[src/rtl/exp_audio_decim_ser.sv]
// Sunsoft 5B expansion-audio output stage: box-car decimates the synth level and
// ships each averaged sample MSB-first to a serial DAC (bclk / data / latch).
module exp_audio_decim_ser #(
    parameter int DEPTH      = 12,
    parameter int LOG2_DEC   = 7,
    parameter int BCLK_DIV   = 2,
    parameter int FRAME_BITS = 16
) (
    input  logic             clk_i,
    input  logic             reset_n_i,
    input  logic             enable_i,
    input  logic [DEPTH-1:0] audio_i,
    output logic [DEPTH-1:0] sample_o,
    output logic             sample_vld_o,
    output logic             dac_bclk_o,
    output logic             dac_data_o,
    output logic             dac_lrck_o,
    output logic             overrun_o
);

    localparam int AW = DEPTH + LOG2_DEC;
    localparam int DW = (2 * BCLK_DIV > 1) ? $clog2(2 * BCLK_DIV) : 1;
    localparam int BW = (FRAME_BITS > 1) ? $clog2(FRAME_BITS) : 1;

    localparam logic [LOG2_DEC-1:0] CNT_LAST = '1;
    localparam logic [DW-1:0]       DIV_LAST = DW'(2 * BCLK_DIV - 1);
    localparam logic [DW-1:0]       DIV_HALF = DW'(BCLK_DIV);
    localparam logic [BW-1:0]       BIT_TOP  = BW'(FRAME_BITS - 1);

    typedef enum logic [1:0] {
        S_IDLE  = 2'd0,
        S_SHIFT = 2'd1,
        S_LATCH = 2'd2
    } state_t;

    function automatic logic [DEPTH-1:0] avg_trunc(input logic [AW-1:0] sum);
        avg_trunc = sum[AW-1:LOG2_DEC];
    endfunction

    function automatic logic [FRAME_BITS-1:0] frame_of(input logic [DEPTH-1:0] s);
        frame_of = FRAME_BITS'(s) << (FRAME_BITS - DEPTH);
    endfunction

    logic [AW-1:0]         r_acc;
    logic [LOG2_DEC-1:0]   r_cnt;
    logic [DEPTH-1:0]      r_sample;
    logic                  r_vld;
    logic [AW-1:0]         w_sum;

    state_t                r_state;
    state_t                w_state_nxt;
    logic [FRAME_BITS-1:0] r_shift;
    logic [BW-1:0]         r_bit;
    logic [DW-1:0]         r_div;
    logic [DEPTH-1:0]      r_pend;
    logic                  r_pend_vld;
    logic                  r_overrun;

    logic                  w_div_end;
    logic                  w_load;
    logic                  w_load_pend;
    logic                  w_pend_wr;
    logic                  w_pend_clr;
    logic                  w_ovr_set;
    logic                  w_bclk;
    logic                  w_data;
    logic                  w_lrck;

    // acc is DEPTH+LOG2_DEC wide, so the final window sum never wraps
    assign w_sum = r_acc + AW'(audio_i);

    always_ff @(posedge clk_i) begin
        if (!reset_n_i) begin
            r_acc    <= '0;
            r_cnt    <= '0;
            r_sample <= '0;
            r_vld    <= 1'b0;
        end else if (!enable_i) begin
            r_acc <= '0;
            r_cnt <= '0;
            r_vld <= 1'b0;
        end else if (r_cnt == CNT_LAST) begin
            r_sample <= avg_trunc(w_sum);
            r_vld    <= 1'b1;
            r_acc    <= '0;
            r_cnt    <= '0;
        end else begin
            r_acc <= w_sum;
            r_cnt <= r_cnt + 1'b1;
            r_vld <= 1'b0;
        end
    end

    assign w_div_end = (r_div == DIV_LAST);

    always_ff @(posedge clk_i) begin
        if (!reset_n_i) begin
            r_state <= S_IDLE;
        end else begin
            r_state <= w_state_nxt;
        end
    end

    always_comb begin
        w_state_nxt = r_state;
        w_load      = 1'b0;
        w_load_pend = 1'b0;
        w_pend_wr   = 1'b0;
        w_pend_clr  = 1'b0;
        w_ovr_set   = 1'b0;
        w_bclk      = 1'b0;
        w_data      = 1'b0;
        w_lrck      = 1'b0;
        case (r_state)
            S_IDLE: begin
                if (r_vld) begin
                    w_state_nxt = S_SHIFT;
                    w_load      = 1'b1;
                end
            end
            S_SHIFT: begin
                w_bclk = (r_div >= DIV_HALF);
                w_data = r_shift[FRAME_BITS-1];
                if (w_div_end && (r_bit == '0)) begin
                    w_state_nxt = S_LATCH;
                end
            end
            S_LATCH: begin
                w_lrck = 1'b1;
                if (w_div_end) begin
                    if (r_pend_vld) begin
                        w_state_nxt = S_SHIFT;
                        w_load      = 1'b1;
                        w_load_pend = 1'b1;
                        w_pend_clr  = 1'b1;
                    end else if (r_vld) begin
                        w_state_nxt = S_SHIFT;
                        w_load      = 1'b1;
                    end else begin
                        w_state_nxt = S_IDLE;
                    end
                end
            end
            default: w_state_nxt = S_IDLE;
        endcase
        // A sample arriving while busy parks in pending, unless it goes straight
        // into the shifter; when pending is drained the same cycle there is no loss.
        if (r_vld && (r_state != S_IDLE) && !(w_load && !w_load_pend)) begin
            w_pend_wr = 1'b1;
            w_ovr_set = r_pend_vld && !w_load_pend;
        end
    end

    always_ff @(posedge clk_i) begin
        if (!reset_n_i) begin
            r_shift    <= '0;
            r_bit      <= '0;
            r_div      <= '0;
            r_pend     <= '0;
            r_pend_vld <= 1'b0;
            r_overrun  <= 1'b0;
        end else begin
            if (w_load) begin
                r_shift <= w_load_pend ? frame_of(r_pend) : frame_of(r_sample);
                r_bit   <= BIT_TOP;
                r_div   <= '0;
            end else if (r_state != S_IDLE) begin
                if (w_div_end) begin
                    r_div <= '0;
                    if (r_state == S_SHIFT) begin
                        r_shift <= r_shift << 1;
                        r_bit   <= r_bit - 1'b1;
                    end
                end else begin
                    r_div <= r_div + 1'b1;
                end
            end
            if (w_pend_wr) begin
                r_pend     <= r_sample;
                r_pend_vld <= 1'b1;
            end else if (w_pend_clr) begin
                r_pend_vld <= 1'b0;
            end
            if (w_ovr_set) begin
                r_overrun <= 1'b1;
            end
        end
    end

    assign sample_o     = r_sample;
    assign sample_vld_o = r_vld;
    assign dac_bclk_o   = w_bclk;
    assign dac_data_o   = w_data;
    assign dac_lrck_o   = w_lrck;
    assign overrun_o    = r_overrun;

endmodule

[config.mk]
export PLATFORM = sky130hd
export DESIGN_NAME = exp_audio_decim_ser
export DESIGN_NICKNAME = d
export VERILOG_FILES = /design/src/rtl/exp_audio_decim_ser.sv
export SDC_FILE = /design/constraint.sdc
export NUM_CORES = 1
export LEC_CHECK = 0
export BUFFER_PORTS_ARGS = -buffer_cell sky130_fd_sc_hd__clkbuf_2
export CORE_AREA = 2 2 92 94
export DETAILED_ROUTE_END_ITERATION = 8
export DIE_AREA = 0 0 94 96
export GPL_TIMING_DRIVEN = 0
export SYNTH_ARGS = -nofsm -noshare
export SYNTH_HDL_FRONTEND = slang
export SYNTH_SLANG_ARGS = --single-unit
[constraint.sdc]
create_clock -name clk_i -period 2 [get_ports clk_i]
set_input_delay 0.4 -clock clk_i [delete_from_list [all_inputs] [get_ports clk_i]]
set_output_delay 0.4 -clock clk_i [all_outputs]
set_load 0.03 [all_outputs]
# Word level (Yosys, flattened, before mapping)
# Cells that the tools add are included.
dict set report word_totals {
  reg_bits 77
  elab_cells 76
  in_bits 15
}
dict set report classes {
  order_cmp 1
  reduce_logical 20
  muxes 31
  bitwise 2
  eq_ne 7
  addsub 4
}
# cell count
set ops {}
lappend ops {{2-to-1 mux 16 bit} 5}
lappend ops {{adder 19 x 12 -> 19 bit} 1}
lappend ops {{2-to-1 mux 1 bit} 16}
lappend ops {{2-to-1 mux 4 bit} 4}
lappend ops {{nonzero test 2 bit} 5}
lappend ops {{2-to-1 mux 2 bit} 4}
lappend ops {{adder 7 x 1 -> 7 bit, second input constant} 1}
lappend ops {{== test 7 bit, second input constant} 1}
lappend ops {{!= test 2 bit, second input constant} 3}
lappend ops {{one-hot mux 2 bit (3 select lines)} 1}
lappend ops {{AND reduction 3 bit} 2}
lappend ops {{logical AND 1 bit} 5}
lappend ops {{== test 2 bit, second input constant} 2}
lappend ops {{logical NOT 4 bit} 1}
lappend ops {{AND reduction 2 bit} 2}
lappend ops {{subtractor 4 x 1 -> 4 bit, second input constant} 1}
lappend ops {{OR reduction 3 bit} 1}
lappend ops {{adder 2 x 1 -> 2 bit, second input constant} 1}
lappend ops {{== test 2 x 1 -> 1 bit, second input constant} 1}
lappend ops {{>= comparator 2 bit, second input constant} 1}
lappend ops {{logical NOT 1 bit} 2}
lappend ops {{logical NOT 2 bit} 1}
lappend ops {{NOT 1 bit} 2}
lappend ops {{one-hot mux 1 bit (2 select lines)} 1}
lappend ops {{OR reduction 2 bit} 1}

# Logic depth before layout (Yosys ltp)
# Gate-level depths: netlist of run 1.
dict set report logic_depth {
  ltp_word 9
  mapped_depth 9
  depth_no_buf 9
}

# Worst setup path after synthesis of run 1
# OpenSTA, ideal clock, no wires.
dict set report synth_path {
  kind {input to register}
  start {input audio_i[0]}
  end {register r_sample[11], in the netlist sample_o[11]}
  setup_ps 123
  t_arrival_ps 1891
  path_slack_ps -15
  cell_stages 9
  path_cell_list {ha_1 -> inv_1 -> fa_1 -> nor2b_1 -> o31ai_1 -> a21oi_2 -> o211ai_1 -> xor2_1 -> a21oi_1}
}
dict set report synth_via {
  elab_chain_len 1
}
# element line_no
set synth_rtl {}
lappend synth_rtl {{start: declaration} 12} ;# input logic [DEPTH-1:0] audio_i,
lappend synth_rtl {{adder 19 x 12 -> 19 bit} 70} ;# assign w_sum = r_acc + AW'(audio_i);
lappend synth_rtl {{end signal: assignment} 83} ;# r_sample <= avg_trunc(w_sum);
lappend synth_rtl {{end: declaration} 46} ;# logic [DEPTH-1:0] r_sample;
# Every way passes these cells.
# A chain may end at the register's enable or synchronous reset.

# Worst setup path in the final report of run 1
dict set report layout_path {
  start {register r_acc[0]}
  end {register r_sample[7], in the netlist sample_o[7]}
}
dict set report layout_via {
  elab_chain_len 1
}
# element line_no
set layout_rtl {}
lappend layout_rtl {{start: declaration} 44} ;# logic [AW-1:0] r_acc;
lappend layout_rtl {{start signal: assignment} 88} ;# r_acc <= w_sum;
lappend layout_rtl {{adder 19 x 12 -> 19 bit} 70}
# Every way passes these cells.

==> results.yml, run 1 <==
worst_setup_path:
  worstSetupPathType: "reg2reg"
  critPathCaptureType: "register"
  cp.arrival_ps: 2210
  cp_max_fo: 5
  worstPathRequired_ps: 2230
  cp-start-kind: "register"
  regToRegSetupSlack_ps: 20
yosys:
  synth_flop_cell: "dfxtp_1"
  synth_mux_area_share_pct: 7.74
  yosysMostFrequentCell: "dfxtp_1"
  yosys.area.top_type: "dfxtp_1"
  synth_top_family_by_area: "compound AO/OA/AOI/OAI gates"
  ys_types: 50
  synthTopCellsByCount: "dfxtp_1, nor2_1, a21oi_1"
  synth-compound-area-share_pct: 18.1
  synth_adder_area_share_pct: 6.61
  synthCells: 389
  synth.top_cell.area_share_pct: 41.5
  syn-cell-area_um2: 3520
  yosysSeqAreaShare_pct: 41.5
  synth.area.top_cells: "dfxtp_1, mux2i_1, ha_1"
  syn_nets: 422
  synth_enable_flop_cells: 0
  yosys_warnings: 0
  synthXorXnorAreaFrac_pct: 5.22
  async_reset_ff_share_pct: 0
  syn-mean-instance-area_um2: 9.05
  synth-simple-area-share_pct: 17.0
  ys_ff_latch: 73
sta:
  finalSetupViolCount: 0
  rsz0062_at_grt: "yes"
  period_needed_ps: 1980
  fin_crit_sh_pct: 98.9
  tightest_slew_ps: 498
  finalHoldViolCount: 0
  fin_worst_skew_ps: 10.5
  slew_violations: 0
  slew_headroom_pct: 66.8
  max_freq_mhz: 505
  setup_ws_ps: 21.6
routing:
  via_per_inst: 5.21
  drc: 0
  route.vias.total: 2854
  drt-wirelength-per-cell_um: 14.4
  detail_route.wirelength_um: 7870
  dr.pass1.iters: 4
  postRouteAntennaNets: 0
  drt_iter0_drc: 125
finish:
  n_antenna_cell: 0
  register_area_um2: 1470
  num-fill-cells: 798
  final_layout_size_suffix_gt1_share_pct: 21.9
  instances_no_fill: 548
  area_growth_pct: 18.8
  final_cell_area_um2: 4190
  multi_input_area_um2: 2020
  nets: 471
floorplanning:
  rows: 33
  fp.coreArea_um2: 8050
  io_pins: 32
  initial_core_util_pct: 43.7
  die_h_um: 96
  die_w_um: 94
  dieArea_um2: 9020
pwr:
  ir_drop_mv: 0.332
  power.leakage_nw: 1.75
  power_mw: 3.00
  p_per_area_nw_per_um2: 717
grt:
  antenna_found_initial: 0
  grt_pass1_vias: 2635
  grt_pass1_wl_um: 13000
  grt_max_degree: 12
  track_usage_pct: 18.6
  overflow: 0
clock_tree:
  cts_made_buffers: 9
  clkTransAtPathRegs_ps: 70
  clk_path_buf_depth: 2
  cts_tree: "yes"
  clkSinkCount: 73
  clk_latency_ps: 350
  hold_buffers: 0
  root_buffer: "clkbuf_8"
  htreeDepth: 3
placement:
  gp_congestion: 0.853
  placed_cell_area_um2: 3820
  dpl.hpwl_um: 5600
  placed_cells: 525
  place_ws_ps: -367
  port_buffers: 31
job:
  drv_cap: 0
run_status:
  status: "finished clean"
hold_path:
  hold_class: "in2reg"
[critical path, cell delays in order (launching register included)]
cell	delay [ps]
dfxtp_2	340
ha_4	130
inv_2	30
fa_2	360
nor2b_4	170
o31ai_4	90
a21oi_2	160
buf_6	140
o211ai_1	110
xor2_1	240
a21oi_1	90
[area by class of cell]
class | instances | area share (%)
buffer | 18 | 2.27
clock buffer | 14 | 4.13
clock inverter | 2 | 0.837
inverter | 14 | 1.26
multi-input combinational | 284 | 48.3
sequential | 73 | 35.0
tap | 105 | 3.14
timing repair buffer | 38 | 5.05
[timing repair]
item | CTS | global route
pin swaps | 5 | 18
gates resized for setup | 7 | 22
setup endpoints to repair | 17 | 40
buffers inserted | 2 | 5
[layout by cell type (no fill, tap or decap), types with 12 or more instances in the layout]
| cell | synthesis | routed |
|---|---|---|
| a211oi_1 | 22 | 22 |
| a21oi_1 | 27 | 25 |
| clkbuf_8 | 0 | 12 |
| mux2i_1 | 25 | 25 |
| dfxtp_1 | 73 | 70 |
| nand2_1 | 16 | 15 |
| clkbuf_2 | 0 | 34 |
| and3_1 | 12 | 12 |
| ha_1 | 17 | 14 |
| inv_1 | 13 | 12 |
| o21ai_0 | 12 | 12 |
| nor2_1 | 54 | 54 |
[where the power goes]
part           switching, mW  total, mW  internal [mW]
Sequential           0.00972       1.48           1.47
Clock                  0.526       1.20          0.678
Combinational          0.189      0.314          0.124
[cell families (layout without fill, tap and decap cells)]
kind of cell	Yosys count	in the layout
AO/OA/AOI/OAI	94	94
XOR/XNOR	21	21
adder cells (fa/ha/maj)	18	18
buffers and inverters	32	86
flip-flops	73	73
multiplexers	27	27
AND/OR/NAND/NOR	124	124
[layer usage]
metal | vias to the layer above | part of all wire [%] | wire [um] | track usage (%)
met5 | - | 0 | 0 | 0
met4 | 0 | 1.4 | 108 | 6.16
met3 | 11 | 2.6 | 204 | 3.52
met2 | 41 | 43 | 3410 | 28.0
met1 | 1328 | 53 | 4150 | 26.7
li1 | 1474 | - | - | -
[sequential cells by signal, indices dropped and copies added, names as in the netlist]
name	flops
r_shift	12
overrun_o	1
sample_vld_o	1
r_pend_vld	1
r_cnt	7
r_bit	4
r_pend	12
r_div	2
r_state	2
sample_o	12
r_acc	19
[stage by stage]
| stage | setup TNS, ps | util [%] | hold WS, ps |
|---|---|---|---|
| finish | 0 | 52.0 | 330 |
| global route | -622 | 52.0 | 364 |
| CTS | -32.7 | 50.4 | 324 |
| detailed placement | -3870 | 47.4 | 437 |
| global placement | -3470 | 47.4 | 432 |
| floorplan | 0 | - | 418 |
[path summary, 6_finish.rpt]
check | from | endpoint | depth (start not counted)
max | r_acc[0]$_SDFF_PP0_ | sample_o[7]$_SDFFE_PN0P_ | 10
min | enable_i | r_cnt[4]$_SDFF_PP0_ | 3
max reg2reg | r_acc[0]$_SDFF_PP0_ | sample_o[7]$_SDFFE_PN0P_ | 10
min reg2reg | r_cnt[0]$_SDFF_PP0_ | r_cnt[0]$_SDFF_PP0_ | 1
No activity file was read; power rests on OpenSTA's default activity.
==> run 2, diff against run 1 <==
--- a/config.mk
+++ b/config.mk
@@ -6,10 +6,11 @@
 export NUM_CORES = 1
 export LEC_CHECK = 0
 export BUFFER_PORTS_ARGS = -buffer_cell sky130_fd_sc_hd__clkbuf_2
-export CORE_AREA = 2 2 92 94
+export CORE_AREA = 2 2 85 87
 export DETAILED_ROUTE_END_ITERATION = 8
-export DIE_AREA = 0 0 94 96
+export DIE_AREA = 0 0 87 89
 export GPL_TIMING_DRIVEN = 0
+export PLACE_DENSITY = 0.74
 export SYNTH_ARGS = -nofsm -noshare
 export SYNTH_HDL_FRONTEND = slang
 export SYNTH_SLANG_ARGS = --single-unit
==> run 2 against run 1 <==
Against the previous run: sequential share of layout area rose by 0.97 points; non-clock buffer count fell by 4; final cell count fell by 5.3%; clock skew fell by 4.1 ps; critical endpoint unchanged; first-iteration DRC count rose by 29%; hold slack improved by 9.6 ps; total power fell by 2.9%; global-route usage rose by 2.6 points; critical path depth did not move; register-to-register slack barely moved; sequential power barely moved; final area fell by 2.8%.
==> results.yml, run 2 (synthesis results as in run 1) <==
worst_setup_path:
  worstPathRequired_ps: 2230
  cpPeakStageDelay_ps: 380
  cp-start-kind: "register"
  cp_slowest_cell: "fa_2"
  critPathCaptureType: "register"
  reg2reg_to: "sample_o[7]$_SDFFE_PN0P_"
  regToRegStartpoint: "r_acc[0]$_SDFF_PP0_"
  worstSetupPathType: "reg2reg"
  cp_max_fo: 5
  cp.arrival_ps: 2200
  regToRegSetupSlack_ps: 20
  cp_cell_sequence: "ha_4 -> inv_2 -> fa_2 -> nor2b_4 -> o31ai_4 -> a21oi_2 -> buf_6 -> o211ai_1 -> xor2_1 -> a21oi_1"
  reg2reg_depth: 10
grt:
  antenna_found_initial: 0
  grt_max_degree: 12
  grt_pass1_vias: 2746
  track_usage_pct: 21.1
  grt_pass1_wl_um: 12800
  overflow: 0
sta:
  slew_violations: 0
  period_needed_ps: 1980
  fin_worst_skew_ps: 6.40
  finalHoldViolCount: 0
  slew_headroom_pct: 65.9
  finalSetupViolCount: 0
  fin_crit_sh_pct: 98.9
  setup_ws_ps: 22.3
  max_freq_mhz: 506
  rsz0062_at_grt: "yes"
  tightest_slew_ps: 511
job:
  drv_cap: 0
clock_tree:
  cts_made_buffers: 9
  clk_path_buf_depth: 2
  hold_buffers: 0
  clkSinkCount: 73
  htreeDepth: 3
  root_buffer: "clkbuf_8"
  cts_tree: "yes"
  clkTransAtPathRegs_ps: 70
  clk_latency_ps: 340
finish:
  area_growth_pct: 15.5
  layout_common_cells: "dfxtp_1, nor2_1, clkbuf_2"
  n_antenna_cell: 0
  layout_commonest_cell: "dfxtp_1"
  fin_util_pct: 60.6
  final_layout_size_suffix_gt1_share_pct: 20.0
  final_cell_area_um2: 4070
  regMostFlops: "r_acc"
  largest_reg_flops: 19
  nets: 467
hold_path:
  hold_end: "r_cnt[4]$_SDFF_PP0_"
  hold_class: "in2reg"
  hold_depth: 3
  hp-start: "enable_i"
pwr:
  ir_drop_mv: 0.429
  p_per_area_nw_per_um2: 716
  power.leakage_nw: 1.72
floorplanning:
  fp.coreArea_um2: 6720
  die_h_um: 89
  initial_core_util_pct: 52.4
  dieArea_um2: 7740
  die_w_um: 87
  io_pins: 32
  rows: 30
routing:
  route.vias.total: 2926
  dr.pass1.iters: 4
  postRouteAntennaNets: 0
  drt-wirelength-per-cell_um: 14.3
  detail_route.wirelength_um: 7430
  drc: 0
  drt_iter0_drc: 161
  via_per_inst: 5.64
run_status:
  status: "finished clean"
placement:
  placed_cell_area_um2: 3790
  port_buffers: 31
  dpl.hpwl_um: 5390
  place_ws_ps: -338
  gp_congestion: 0.882
## run 2: worst max-delay path by stage
| stage | start | to | slack [ps] |
|---|---|---|---|
| after floorplan | audio_i[0] | sample_o[11]$_SDFFE_PN0P_ | 8 |
| after global placement | audio_i[0] | sample_o[7]$_SDFFE_PN0P_ | -300 |
| after detailed placement | audio_i[0] | sample_o[7]$_SDFFE_PN0P_ | -340 |
| after CTS | r_acc[0]$_SDFF_PP0_ | sample_o[7]$_SDFFE_PN0P_ | 1 |
| after global routing | r_acc[0]$_SDFF_PP0_ | sample_o[7]$_SDFFE_PN0P_ | -100 |
| final | r_acc[0]$_SDFF_PP0_ | sample_o[7]$_SDFFE_PN0P_ | 20 |
## run 2: worst max-delay path, delay by kind of cell (launching register included)
family / cells / cell delay (ps)
xor gates and xnor gates: 1 / 230
DFF: 1 / 350
adders and majority gates: 2 / 520
buffers and inverters: 2 / 180
AOI/OAI and AO/OA: 4 / 450
and+or+nand+nor: 1 / 150
## run 2: power by group
group / internal (mW) / switching, mW / total [mW]
registers: 1.48 / 0.00864 / 1.48
logic: 0.126 / 0.188 / 0.314
clock network: 0.608 / 0.509 / 1.12
## run 2: per-stage QoR
step	std cells	TNS (ps)	hold WS [ps]	total power [mW]
floorplan	389	0	418	1.73
global placement	500	-3270	429	1.80
detailed placement	500	-3680	443	1.80
CTS	518	0	319	2.91
global route	519	-329	341	3.04
finish	519	0	339	2.91
## run 2: repair_timing
item,CTS,global route
setup buffers,2,2
setup endpoints to repair,13,38
resized for setup,4,21
pin swaps,2,17
## run 2: final cells by class
type | count | area (um^2)
clock inverters | 3 | 40.0
clock buffers | 13 | 149
well taps | 80 | 100
flip-flops and latches | 73 | 1460
multi-input cells | 284 | 1990
inverters | 14 | 52.6
fillers | 594 | 2650
repair buffers | 35 | 189
plain buffers | 17 | 87.6
## run 2: per-layer routing
layer | track usage, % | vias up | wire [um]
met2 | 32.8 | 79 | 3350
li1 | - | 1467 | -
met1 | 29.3 | 1370 | 3670
met3 | 4.06 | 10 | 289
met5 | 0 | - | 0
met4 | 7.81 | 0 | 124
